File: src/rtl/sync_fifo_if.sv
// Handshake/status bundle between a single-clock FIFO and its producer/consumer.
// The FIFO uses the slave modport; the block that drives it uses master.
interface sync_fifo_if #(
  parameter int DATA_WIDTH = 8,
  parameter int DEPTH      = 10
);
  localparam int CNT_WIDTH = $clog2(DEPTH + 1);

  logic                  wr_en;
  logic [DATA_WIDTH-1:0] wr_data;
  logic                  rd_en;
  logic                  flush;
  logic                  clr_err;
  logic [DATA_WIDTH-1:0] rd_data;
  logic                  rd_valid;
  logic                  full;
  logic                  empty;
  logic                  almost_full;
  logic                  almost_empty;
  logic [CNT_WIDTH-1:0]  count;
  logic                  overflow;
  logic                  underflow;

  modport slave (
    input  wr_en, wr_data, rd_en, flush, clr_err,
    output rd_data, rd_valid, full, empty, almost_full, almost_empty,
           count, overflow, underflow
  );

  modport master (
    output wr_en, wr_data, rd_en, flush, clr_err,
    input  rd_data, rd_valid, full, empty, almost_full, almost_empty,
           count, overflow, underflow
  );
endinterface

File: src/rtl/sync_fifo.sv
// Single-clock FIFO of arbitrary depth with registered read data, programmable
// almost-full/almost-empty levels, synchronous flush and sticky error flags.
module sync_fifo #(
  parameter int DATA_WIDTH = 8,
  parameter int DEPTH      = 10,
  parameter int AF_LEVEL   = 8,
  parameter int AE_LEVEL   = 2
) (
  input  logic        clk,
  input  logic        rst,
  sync_fifo_if.slave  bus
);
  localparam int ADDR_WIDTH = $clog2(DEPTH);
  localparam int CNT_WIDTH  = $clog2(DEPTH + 1);

  logic [DATA_WIDTH-1:0] mem [DEPTH];
  logic [ADDR_WIDTH-1:0] wr_ptr;
  logic [ADDR_WIDTH-1:0] rd_ptr;
  logic [CNT_WIDTH-1:0]  count_r;
  logic [DATA_WIDTH-1:0] rd_data_r;
  logic                  rd_valid_r;
  logic                  overflow_r;
  logic                  underflow_r;
  logic                  full_w;
  logic                  empty_w;
  logic                  wr_acc;
  logic                  rd_acc;
  logic                  ovf_set;
  logic                  udf_set;

  // Explicit wrap so non-power-of-two depths never address past the array.
  function automatic logic [ADDR_WIDTH-1:0] ptr_next(input logic [ADDR_WIDTH-1:0] p);
    return (p == ADDR_WIDTH'(DEPTH - 1)) ? '0 : p + 1'b1;
  endfunction

  assign full_w  = (count_r == CNT_WIDTH'(DEPTH));
  assign empty_w = (count_r == '0);

  // Flush overrides both requests, so it also suppresses error reporting.
  assign wr_acc  = bus.wr_en & ~full_w  & ~bus.flush;
  assign rd_acc  = bus.rd_en & ~empty_w & ~bus.flush;
  assign ovf_set = bus.wr_en &  full_w  & ~bus.flush;
  assign udf_set = bus.rd_en &  empty_w & ~bus.flush;

  always_ff @(posedge clk) begin
    if (wr_acc) mem[wr_ptr] <= bus.wr_data;
  end

  always_ff @(posedge clk or negedge rst) begin
    if (!rst) begin
      wr_ptr     <= '0;
      rd_ptr     <= '0;
      count_r    <= '0;
      rd_data_r  <= '0;
      rd_valid_r <= 1'b0;
    end else if (bus.flush) begin
      wr_ptr     <= '0;
      rd_ptr     <= '0;
      count_r    <= '0;
      rd_valid_r <= 1'b0;
    end else begin
      if (wr_acc) wr_ptr <= ptr_next(wr_ptr);
      if (rd_acc) begin
        rd_ptr    <= ptr_next(rd_ptr);
        rd_data_r <= mem[rd_ptr];
      end
      rd_valid_r <= rd_acc;
      case ({wr_acc, rd_acc})
        2'b10:   count_r <= count_r + 1'b1;
        2'b01:   count_r <= count_r - 1'b1;
        default: count_r <= count_r;
      endcase
    end
  end

  // A new error event in the same cycle takes precedence over clearing.
  always_ff @(posedge clk or negedge rst) begin
    if (!rst) begin
      overflow_r  <= 1'b0;
      underflow_r <= 1'b0;
    end else begin
      if (ovf_set)          overflow_r  <= 1'b1;
      else if (bus.clr_err) overflow_r  <= 1'b0;
      if (udf_set)          underflow_r <= 1'b1;
      else if (bus.clr_err) underflow_r <= 1'b0;
    end
  end

  assign bus.rd_data      = rd_data_r;
  assign bus.rd_valid     = rd_valid_r;
  assign bus.count        = count_r;
  assign bus.full         = full_w;
  assign bus.empty        = empty_w;
  assign bus.almost_full  = (count_r >= CNT_WIDTH'(AF_LEVEL));
  assign bus.almost_empty = (count_r <= CNT_WIDTH'(AE_LEVEL));
  assign bus.overflow     = overflow_r;
  assign bus.underflow    = underflow_r;
endmodule

File: src/flat_wrapper.sv
// flat-port wrapper written by rule: the top's interface ports become plain ports
module sync_fifo_flat 
#(
  parameter int DATA_WIDTH = 8,
  parameter int DEPTH      = 10,
  parameter int AF_LEVEL   = 8,
  parameter int AE_LEVEL   = 2
)
  (clk, rst, bus_wr_en, bus_wr_data, bus_rd_en, bus_flush, bus_clr_err, bus_rd_data, bus_rd_valid, bus_full, bus_empty, bus_almost_full, bus_almost_empty, bus_count, bus_overflow, bus_underflow);
  sync_fifo_if #(.DATA_WIDTH(DATA_WIDTH), .DEPTH(DEPTH)) bus_i ();
  input  logic clk;
  input  logic rst;
  input wire logic [$bits(bus_i.wr_en)-1:0] bus_wr_en;
  input wire logic [$bits(bus_i.wr_data)-1:0] bus_wr_data;
  input wire logic [$bits(bus_i.rd_en)-1:0] bus_rd_en;
  input wire logic [$bits(bus_i.flush)-1:0] bus_flush;
  input wire logic [$bits(bus_i.clr_err)-1:0] bus_clr_err;
  output wire logic [$bits(bus_i.rd_data)-1:0] bus_rd_data;
  output wire logic [$bits(bus_i.rd_valid)-1:0] bus_rd_valid;
  output wire logic [$bits(bus_i.full)-1:0] bus_full;
  output wire logic [$bits(bus_i.empty)-1:0] bus_empty;
  output wire logic [$bits(bus_i.almost_full)-1:0] bus_almost_full;
  output wire logic [$bits(bus_i.almost_empty)-1:0] bus_almost_empty;
  output wire logic [$bits(bus_i.count)-1:0] bus_count;
  output wire logic [$bits(bus_i.overflow)-1:0] bus_overflow;
  output wire logic [$bits(bus_i.underflow)-1:0] bus_underflow;
  assign bus_i.wr_en = bus_wr_en;
  assign bus_i.wr_data = bus_wr_data;
  assign bus_i.rd_en = bus_rd_en;
  assign bus_i.flush = bus_flush;
  assign bus_i.clr_err = bus_clr_err;
  assign bus_rd_data = bus_i.rd_data;
  assign bus_rd_valid = bus_i.rd_valid;
  assign bus_full = bus_i.full;
  assign bus_empty = bus_i.empty;
  assign bus_almost_full = bus_i.almost_full;
  assign bus_almost_empty = bus_i.almost_empty;
  assign bus_count = bus_i.count;
  assign bus_overflow = bus_i.overflow;
  assign bus_underflow = bus_i.underflow;
  sync_fifo #(.DATA_WIDTH(DATA_WIDTH), .DEPTH(DEPTH), .AF_LEVEL(AF_LEVEL), .AE_LEVEL(AE_LEVEL)) u_core (.clk(clk), .rst(rst), .bus(bus_i));
endmodule
File: config.mk
export PLATFORM = sky130hd
export DESIGN_NAME = sync_fifo_flat
export DESIGN_NICKNAME = d
export VERILOG_FILES = /design/src/rtl/sync_fifo_if.sv /design/src/rtl/sync_fifo.sv /design/src/flat_wrapper.sv
export SDC_FILE = /design/constraint.sdc
export NUM_CORES = 1
export LEC_CHECK = 0
export CAP_MARGIN = 15
export CORE_MARGIN = 1.5
export CORE_UTILIZATION = 30
export DETAILED_ROUTE_END_ITERATION = 10
export PLACE_DENSITY = 0.45
export SLEW_MARGIN = 20
export SYNTH_ARGS = -nofsm -noshare
export SYNTH_HDL_FRONTEND = slang
export SYNTH_SLANG_ARGS = --single-unit
File: constraint.sdc
create_clock -name clk -period 2.7 [get_ports clk]
set_clock_uncertainty 0.15 [all_clocks]
set_input_delay 0.54 -clock clk [delete_from_list [all_inputs] [get_ports clk]]
set_output_delay 0.54 -clock clk [all_outputs]
set_load 0.01 [all_outputs]
==> results by stage <==
Outcome:
- The flow ran to the end, and the final reports show no timing, DRC or antenna violations.

Clock network:
- Clock tree synthesis inserted a total of 9 buffers.
- The maximum clock insertion buffer count is 2.
- The library cell used as clock root buffer is sky130_fd_sc_hd__clkbuf_16.
- The latest clock arrival within the worst-skew pair is 0.34 ns.
- The H-tree was split into 3 levels.
- Once the clock tree was built, the setup fixing pass inserted 0 buffers.
- The TritonCTS clock tree is built.
- Clock-pin slew was measured on the worst setup and hold paths at about 0.070 ns.
- The clock net in this run drives a total of 103 sinks.

Timing:
- The count of final max-slew check failures was 0.
- The highest clock frequency the design can meet is 382.6 MHz.
- Adding up every negative setup slack in the final design gives 0 ns.
- Setup violations remaining at the end of the flow were counted as 0.
- At the pin with the least slew margin, the transition time is 0.3865 ns.
- The minimum clock period is 2.614 ns.
- In the finished design, the share of the clock period the worst path needs comes to 0.9680.
- Setup repair after global routing left no endpoint under its margin.
- The final-report hold violation count is 0.
- The headroom to the max-slew limit is 0.7415.
- The least setup slack across all paths after layout is 0.08629 ns.

Setup path:
- The cell with the largest stage delay on the worst path is sky130_fd_sc_hd__or4_4.
- The cell family contributing the most delay on the critical path is buffers and inverters.
- The combined buffer and inverter count along the critical path is 2.
- The required time at the endpoint of the critical path is 2.01 ns.
- The kind of end point of the critical path is an output port.
- Along the worst path, the maximum fanout reaches 6.
- The worst setup path is of the flop to output port kind.
- The signal on the critical path passes through or4_4, clkinv_4, clkdlybuf4s50_1.
- STA classifies the critical path startpoint as a flop.
- The critical path's largest stage delay is approximately 0.56 ns.
- The arrival time at the worst endpoint is 1.92 ns.

Detailed routing:
- The total detailed-routing wirelength is ~8900 um.
- The via total after detailed routing is 2,435.
- The number of remaining DRC errors is 0.
- The detailed router finished its first iteration with around 150 violations.
- Once detail routing completed, the nets flagged for antenna violations numbered 0.
- The first TritonRoute pass finished after 6 iterations.
- After detailed routing, the average wire length per cell comes to around 17 um.
- The detail-routed via count per cell is 4.710.

Cells and area:
- Counting the fill cells in the layout gives 1,313.
- The number of nets in the finished design is 350.
- The footprint of the flip-flops and latches is 0.002978 mm2.
- The final core area utilization is 0.3792.
- The multi-input combinational cells in the finished layout cover a total of around 0.0012 mm2.
- The number of diodes is 0.
- Compared with the post-synthesis result, the final layout area differs by 22.37%.
- The count of non-filler cells in the finished layout is roughly 520.
- Of the cells placed in the final design, the portion with a size suffix greater than 1 is 0.2374.

Global route:
- The initial antenna violation count was 0.
- The overflow left after global routing is 0.
- In the global route stage, overall resource usage came out at 0.1305.
- Entering global routing, the biggest net connects 24 pins.
- The number of global-route vias before repair was 2,501.
- The first global-routing pass estimated 14,240 um of wire.

Yosys:
- The synthesized netlist contains 47 unique library cells.
- The number of synthesized flops with an enable pin is 80.
- The share of synthesized flip-flops with an asynchronous set or reset is 0.2233.
- The cell area that synthesis handed to floorplanning was between 0.004 and 0.005 mm2.
- The top flip-flop cell by instance count after synthesis is sky130_fd_sc_hd__edfxtp_1.
- The Yosys step of the flow raised 0 warnings.
- The mean post-synth cell area is 16.00 um2.
- The share of synthesized area occupied by flip-flops and latches is 0.6869.
- The gate count after technology mapping is between 200 and 300.
- When the netlist entered floorplanning its net count stood at ~290.
- The synthesized design contains 103 register bits.

Floorplanning:
- The overall die width is 123.2 um.
- The cell row count is 43.
- The die span in y is roughly 120 um.
- The core area is 0.01399 mm2.
- The floorplan step defined a die boundary enclosing 0.01518 mm2.
- The I/O pin count is 33.
- For this configuration, the core starts out at a cell density of 0.3099.

Pwr:
- The power density over the cells is 812.8 mW/mm2.
- The leakage power figure is between 1.5 and 2 nW.
- The worst-case IR drop observed on VDD is 282.5 uV.
- The total power after layout is 0.004312 W.

Worst hold path:
- The tightest min-delay check is of the flop to flop type.

Placement:
- The detailed placement HPWL is between 6000 and 7000 um.
- OpenSTA, run right after detailed placement, puts the worst setup slack at -0.04163 ns.
- The number of placed instances with taps included is about 500.
- The congestion estimate from routability-driven global placement came to 0.7762.
- The number of buffer cells added on primary ports is 32.

Flow run:
- Across the run, the number of max-cap violations was 0.
sequential cells by signal, indices dropped and copies added, names as in the netlist:
register              flops
u_core.bus.count          4
u_core.bus.overflow       1
u_core.bus.rd_data        8
u_core.bus.rd_valid       1
u_core.bus.underflow      1
u_core.mem               80
u_core.rd_ptr             4
u_core.wr_ptr             4
metal layers:
| metal | wire, um | part of all wire | vias up | global-route usage |
|---|---|---|---|---|
| met4 | 106 | 0.012 | 0 | 0.03879 |
| met3 | 434 | 0.049 | 6 | 0.03782 |
| met2 | 4233 | 0.48 | 54 | 0.2042 |
| met5 | 0 | 0 | - | 0 |
| met1 | 4124 | 0.46 | 1205 | 0.1766 |
| li1 | - | - | 1170 | - |
cell usage after synthesis (2+ instances only):
master                     instances  area share
sky130_fd_sc_hd__o22ai_1           3      0.0043
sky130_fd_sc_hd__nor4_1            3      0.0043
sky130_fd_sc_hd__mux2i_1           8       0.018
sky130_fd_sc_hd__nor3_1            5      0.0058
sky130_fd_sc_hd__mux4_2           16       0.083
sky130_fd_sc_hd__dfrtp_1          23        0.13
sky130_fd_sc_hd__buf_2             3      0.0035
sky130_fd_sc_hd__or3_1             3      0.0043
sky130_fd_sc_hd__nand3b_1          2      0.0035
sky130_fd_sc_hd__o211ai_1          8       0.014
sky130_fd_sc_hd__edfxtp_1         80        0.55
sky130_fd_sc_hd__xor2_1            3      0.0061
sky130_fd_sc_hd__ha_1              4       0.012
sky130_fd_sc_hd__o21ai_0           9       0.010
sky130_fd_sc_hd__nand3_1          10       0.012
sky130_fd_sc_hd__a21oi_1           7      0.0081
sky130_fd_sc_hd__buf_4             2      0.0035
sky130_fd_sc_hd__nand2_1          17       0.015
sky130_fd_sc_hd__clkbuf_1          6      0.0052
sky130_fd_sc_hd__buf_6             2      0.0052
sky130_fd_sc_hd__nor2b_1           4      0.0058
sky130_fd_sc_hd__nor2_1            9      0.0078
sky130_fd_sc_hd__and3b_1           2      0.0040
sky130_fd_sc_hd__a211oi_4          2      0.0092
sky130_fd_sc_hd__inv_1             6      0.0052
sky130_fd_sc_hd__mux2_2            8       0.021
sky130_fd_sc_hd__a31oi_1           2      0.0029
sky130_fd_sc_hd__nand2b_1          5      0.0072
area by class of cell:
type | count | area share
Tap cell | 180 | 0.04245
Clock inverter | 4 | 0.004245
Timing Repair Buffer | 64 | 0.1057
Multi-Input combinational cell | 146 | 0.2351
Clock buffer | 12 | 0.04458
Inverter | 8 | 0.006604
Sequential cell | 103 | 0.5613
worst reg2reg max path, delay by kind of cell (launching register included):
kind	cells	cell delay, ns
adders and majority gates	1	0.32
and+or+nand+nor	1	0.56
AOI/OAI and AO/OA	5	0.67
DFF	1	0.38
buffers and inverters	1	0.10
cells by family (layout without fill, tap and decap cells):
kind of cell	after synthesis	in the layout	share of synthesized area
xor+xnor	4	4	0.008082
simple gates	69	69	0.08456
compound gates	37	37	0.06032
flops	103	103	0.6869
buf+inv	22	88	0.02626
mux	32	32	0.1224
fa+ha+maj	4	4	0.01154
cell usage in the layout, fill, tap and decap left out, types with 4 or more instances in the layout:
| master | count |
|---|---|
| sky130_fd_sc_hd__nand2_1 | 17 |
| sky130_fd_sc_hd__o21ai_0 | 9 |
| sky130_fd_sc_hd__inv_1 | 5 |
| sky130_fd_sc_hd__nand2b_1 | 5 |
| sky130_fd_sc_hd__buf_4 | 32 |
| sky130_fd_sc_hd__mux2_2 | 8 |
| sky130_fd_sc_hd__dfrtp_1 | 23 |
| sky130_fd_sc_hd__mux2i_1 | 8 |
| sky130_fd_sc_hd__nor2b_1 | 4 |
| sky130_fd_sc_hd__clkdlybuf4s50_1 | 32 |
| sky130_fd_sc_hd__nor3_1 | 5 |
| sky130_fd_sc_hd__a21oi_1 | 7 |
| sky130_fd_sc_hd__nor2_1 | 9 |
| sky130_fd_sc_hd__mux4_2 | 16 |
| sky130_fd_sc_hd__o211ai_1 | 8 |
| sky130_fd_sc_hd__nand3_1 | 10 |
| sky130_fd_sc_hd__clkbuf_16 | 9 |
| sky130_fd_sc_hd__ha_1 | 4 |
| sky130_fd_sc_hd__edfxtp_1 | 80 |
what timing repair did:
action | CTS | global route
hold buffers | 0 | 0
resized for setup | 0 | 2
setup endpoints to repair | 0 | 2
per-stage QoR:
stage	instance area, um2	hold slack [ns]
after floorplan	4335	0.09441
after global placement	5042	0.3405
after detailed placement	5042	0.3463
after CTS	5301	0.3605
after global routing	5305	0.3798
final	5305	0.3510
worst paths after layout:
| kind | start | to | slack, ns | cells past startpoint |
|---|---|---|---|---|
| setup / recovery | u_core.bus.count[0] | bus_empty | 0.09 | 3 |
| hold / removal | u_core.bus.rd_data[3] | u_core.bus.rd_data[3] | 0.35 | 2 |
| setup reg to reg | u_core.bus.count[0] | u_core.bus.count[3] | 0.40 | 8 |
| hold reg to reg | u_core.bus.rd_data[3] | u_core.bus.rd_data[3] | 0.35 | 2 |
| max in group asynchronous | rst | u_core.bus.rd_data[2] | 1.74 | 2 |
| min in group asynchronous | rst | u_core.bus.count[2] | 0.40 | 2 |
report_power, final:
group | leakage (nW) | switching, W | internal [W]
sequential | 1.02 | 0.0000758 | 0.00184
clock | 0.126 | 0.000526 | 0.000621
combinational | 0.678 | 0.000606 | 0.000642
No activity file was read; power rests on OpenSTA's default activity.
==> variant, RTL diff (config.mk and constraints unchanged) <==
`DATA_WIDTH` is set to 8 in 3 places; all go to 6.
--- a/src/rtl/sync_fifo_if.sv
+++ b/src/rtl/sync_fifo_if.sv
@@ -2,5 +2,5 @@
 // The FIFO uses the slave modport; the block that drives it uses master.
 interface sync_fifo_if #(
-  parameter int DATA_WIDTH = 8,
+  parameter int DATA_WIDTH = 6,
   parameter int DEPTH      = 10
 );
--- a/src/rtl/sync_fifo.sv
+++ b/src/rtl/sync_fifo.sv
@@ -2,5 +2,5 @@
 // almost-full/almost-empty levels, synchronous flush and sticky error flags.
 module sync_fifo #(
-  parameter int DATA_WIDTH = 8,
+  parameter int DATA_WIDTH = 6,
   parameter int DEPTH      = 10,
   parameter int AF_LEVEL   = 8,
--- a/src/flat_wrapper.sv
+++ b/src/flat_wrapper.sv
@@ -2,5 +2,5 @@
 module sync_fifo_flat 
 #(
-  parameter int DATA_WIDTH = 8,
+  parameter int DATA_WIDTH = 6,
   parameter int DEPTH      = 10,
   parameter int AF_LEVEL   = 8,
Ports: changed (resized bus_rd_data and bus_wr_data); port bits go from 33 to 29. The function was not compared with the original's and may differ.
==> variant against the original RTL <==
Synthesized area shrank 19%; worst setup slack improved by 17 ps; critical path depth stayed put; sequential cell count fell by 22; non-clock buffer count decreased by 8; total power shrank 10%; final area shrank 17%; wire length shrank 25%.
==> variant: results (changes against the original RTL) <==
Yosys
* sequential-to-total area share from yosys stat: 66.6%, -2.1 points
* synthesized-area fraction occupied by adder cells: 1.43%, +0.28 points
* top cells by count, synth: edfxtp_1 (60), dfrtp_1 (21), nand2_1 (16)
* net count of the mapped netlist: 249, -14%
* Area contributors post-synth: edfxtp_1 (52%), dfrtp_1 (15%), mux4_2 (7.7%)
* proportion of register bits with asynchronous set or reset after synthesis: 25.9%, +3.6 points
* Post-Synth XOR/XNOR Area: 1.00%, +0.19 points
* synthesized area divided by synthesized cell count: 15.0 sq um, -6.2%
* Post-synth EDFFs: 60, -25%
* multiplexer share of the synthesized area: 11.4%, -0.86 points
* number of distinct standard cells referenced by the synthesized netlist: 45, -4.3%
* post-synthesis compound-gate area fraction: 6.80%, +0.77 points

Place
* final HPWL from detailed placement: 4830 um, -22%
* cell total after placement: 420, -16%
* placed standard-cell area: 4100 sq um, -19%
* last weighted congestion value of the routability-driven placer: 0.774, -0.30%
* Post-Place Worst Slack: 1.79 ps, +43.4 ps
* buffers added on ports: 28, -13%

GRT
* global router's overall resource usage: 12.1%, -0.98 points
* antenna violations before repair: 0, unchanged
* vias in the first global route: 2105, -16%
* wire length of the first global-routing pass: 11400 um, -20%

Critical path
* nature of the critical path startpoint: flip-flop
* critical path capture point: bus_empty
* Max Fanout on Critical Path: 6, unchanged
* Worst EP arrival: 1910 ps
* slowest CP cell: or4_4
* R2R Setup Slk: 440 ps, +40 ps
* CP max stage delay: 580 ps, +20 ps

Power
* maximum vdd ir drop: 374 uV, +32%
* net switching share of the total power: 28.8%, +0.79 points
* leakage power of the design: 1.57 nW, -14%

Layout
* Final nets: 304, -13%
* share of layout cells above drive strength 1: 23.2%, -0.53 points
* # fillers: 1087, -17%
* Largest register FFs: 60, -25%
* most flop-heavy register: u_core.mem
* Antenna diodes: 0, unchanged

Routing
* number of iterations in the first detailed-routing pass: 4, -2
* drt initial violations: 92, -38%
* post-detailed-routing wire length: 6660 um, -25%
* average wire per cell in the routed design: 15.3 um, -11%
* vias after detailed routing: 2030, -17%

Clock tree
* Max clock buf depth: 2, unchanged
* # resized after CTS: 1, +1
* cts bufs inserted: 9, unchanged
* CTS clock-pin slew for the worst setup and hold paths: 70 ps, about the same
* H-tree Lvls: 3, unchanged

STA
* final hold slack: 350 ps, -1.26 ps
* Peak Freq: 0.385 GHz, +0.64%
* actual transition at the worst max-transition pin: 471 ps, +84.7 ps

Hold path
* hold path startpoint: u_core.bus.rd_data[0]
* endpoint with the worst hold slack: u_core.bus.rd_data[0]
* class of the tightest hold or removal check: flip-flop to flip-flop

Outcome
* result of the run: complete, no violations

variant: metal layers:
layer	track usage (%)	up-vias	share of wire, %
met4	5.38	0	1.3
met1	16.4	990	48
met2	18.1	31	47
met5	0	-	0
li1	-	1005	-
met3	3.23	4	3.5
variant: worst max-delay path: cells and delay by family (launching register included):
family,cells,cell delay (ps)
buffers and inverters,2,620
DFF,1,380
and+or+nand+nor,1,580
variant: area by class of cell:
class | instances | area [sq um] | share of cell area, %
clock buffers | 9 | 225 | 5.10
clock inverters | 7 | 86.3 | 1.95
inverters | 8 | 42.5 | 0.963
multi-input cells | 132 | 1070 | 24.2
flip-flops and latches | 81 | 2330 | 52.7
well taps | 143 | 179 | 4.05
repair buffers | 56 | 490 | 11.1
variant: power groups by stage:
stage               combinational (mW)  clock [mW]  sequential, mW
CTS                               1.11        1.29            1.52
floorplan                        0.594           0            1.59
global route                      1.19        1.35            1.54
global placement                  1.09           0            1.55
detailed placement                1.10           0            1.55
finish                            1.09        1.26            1.52
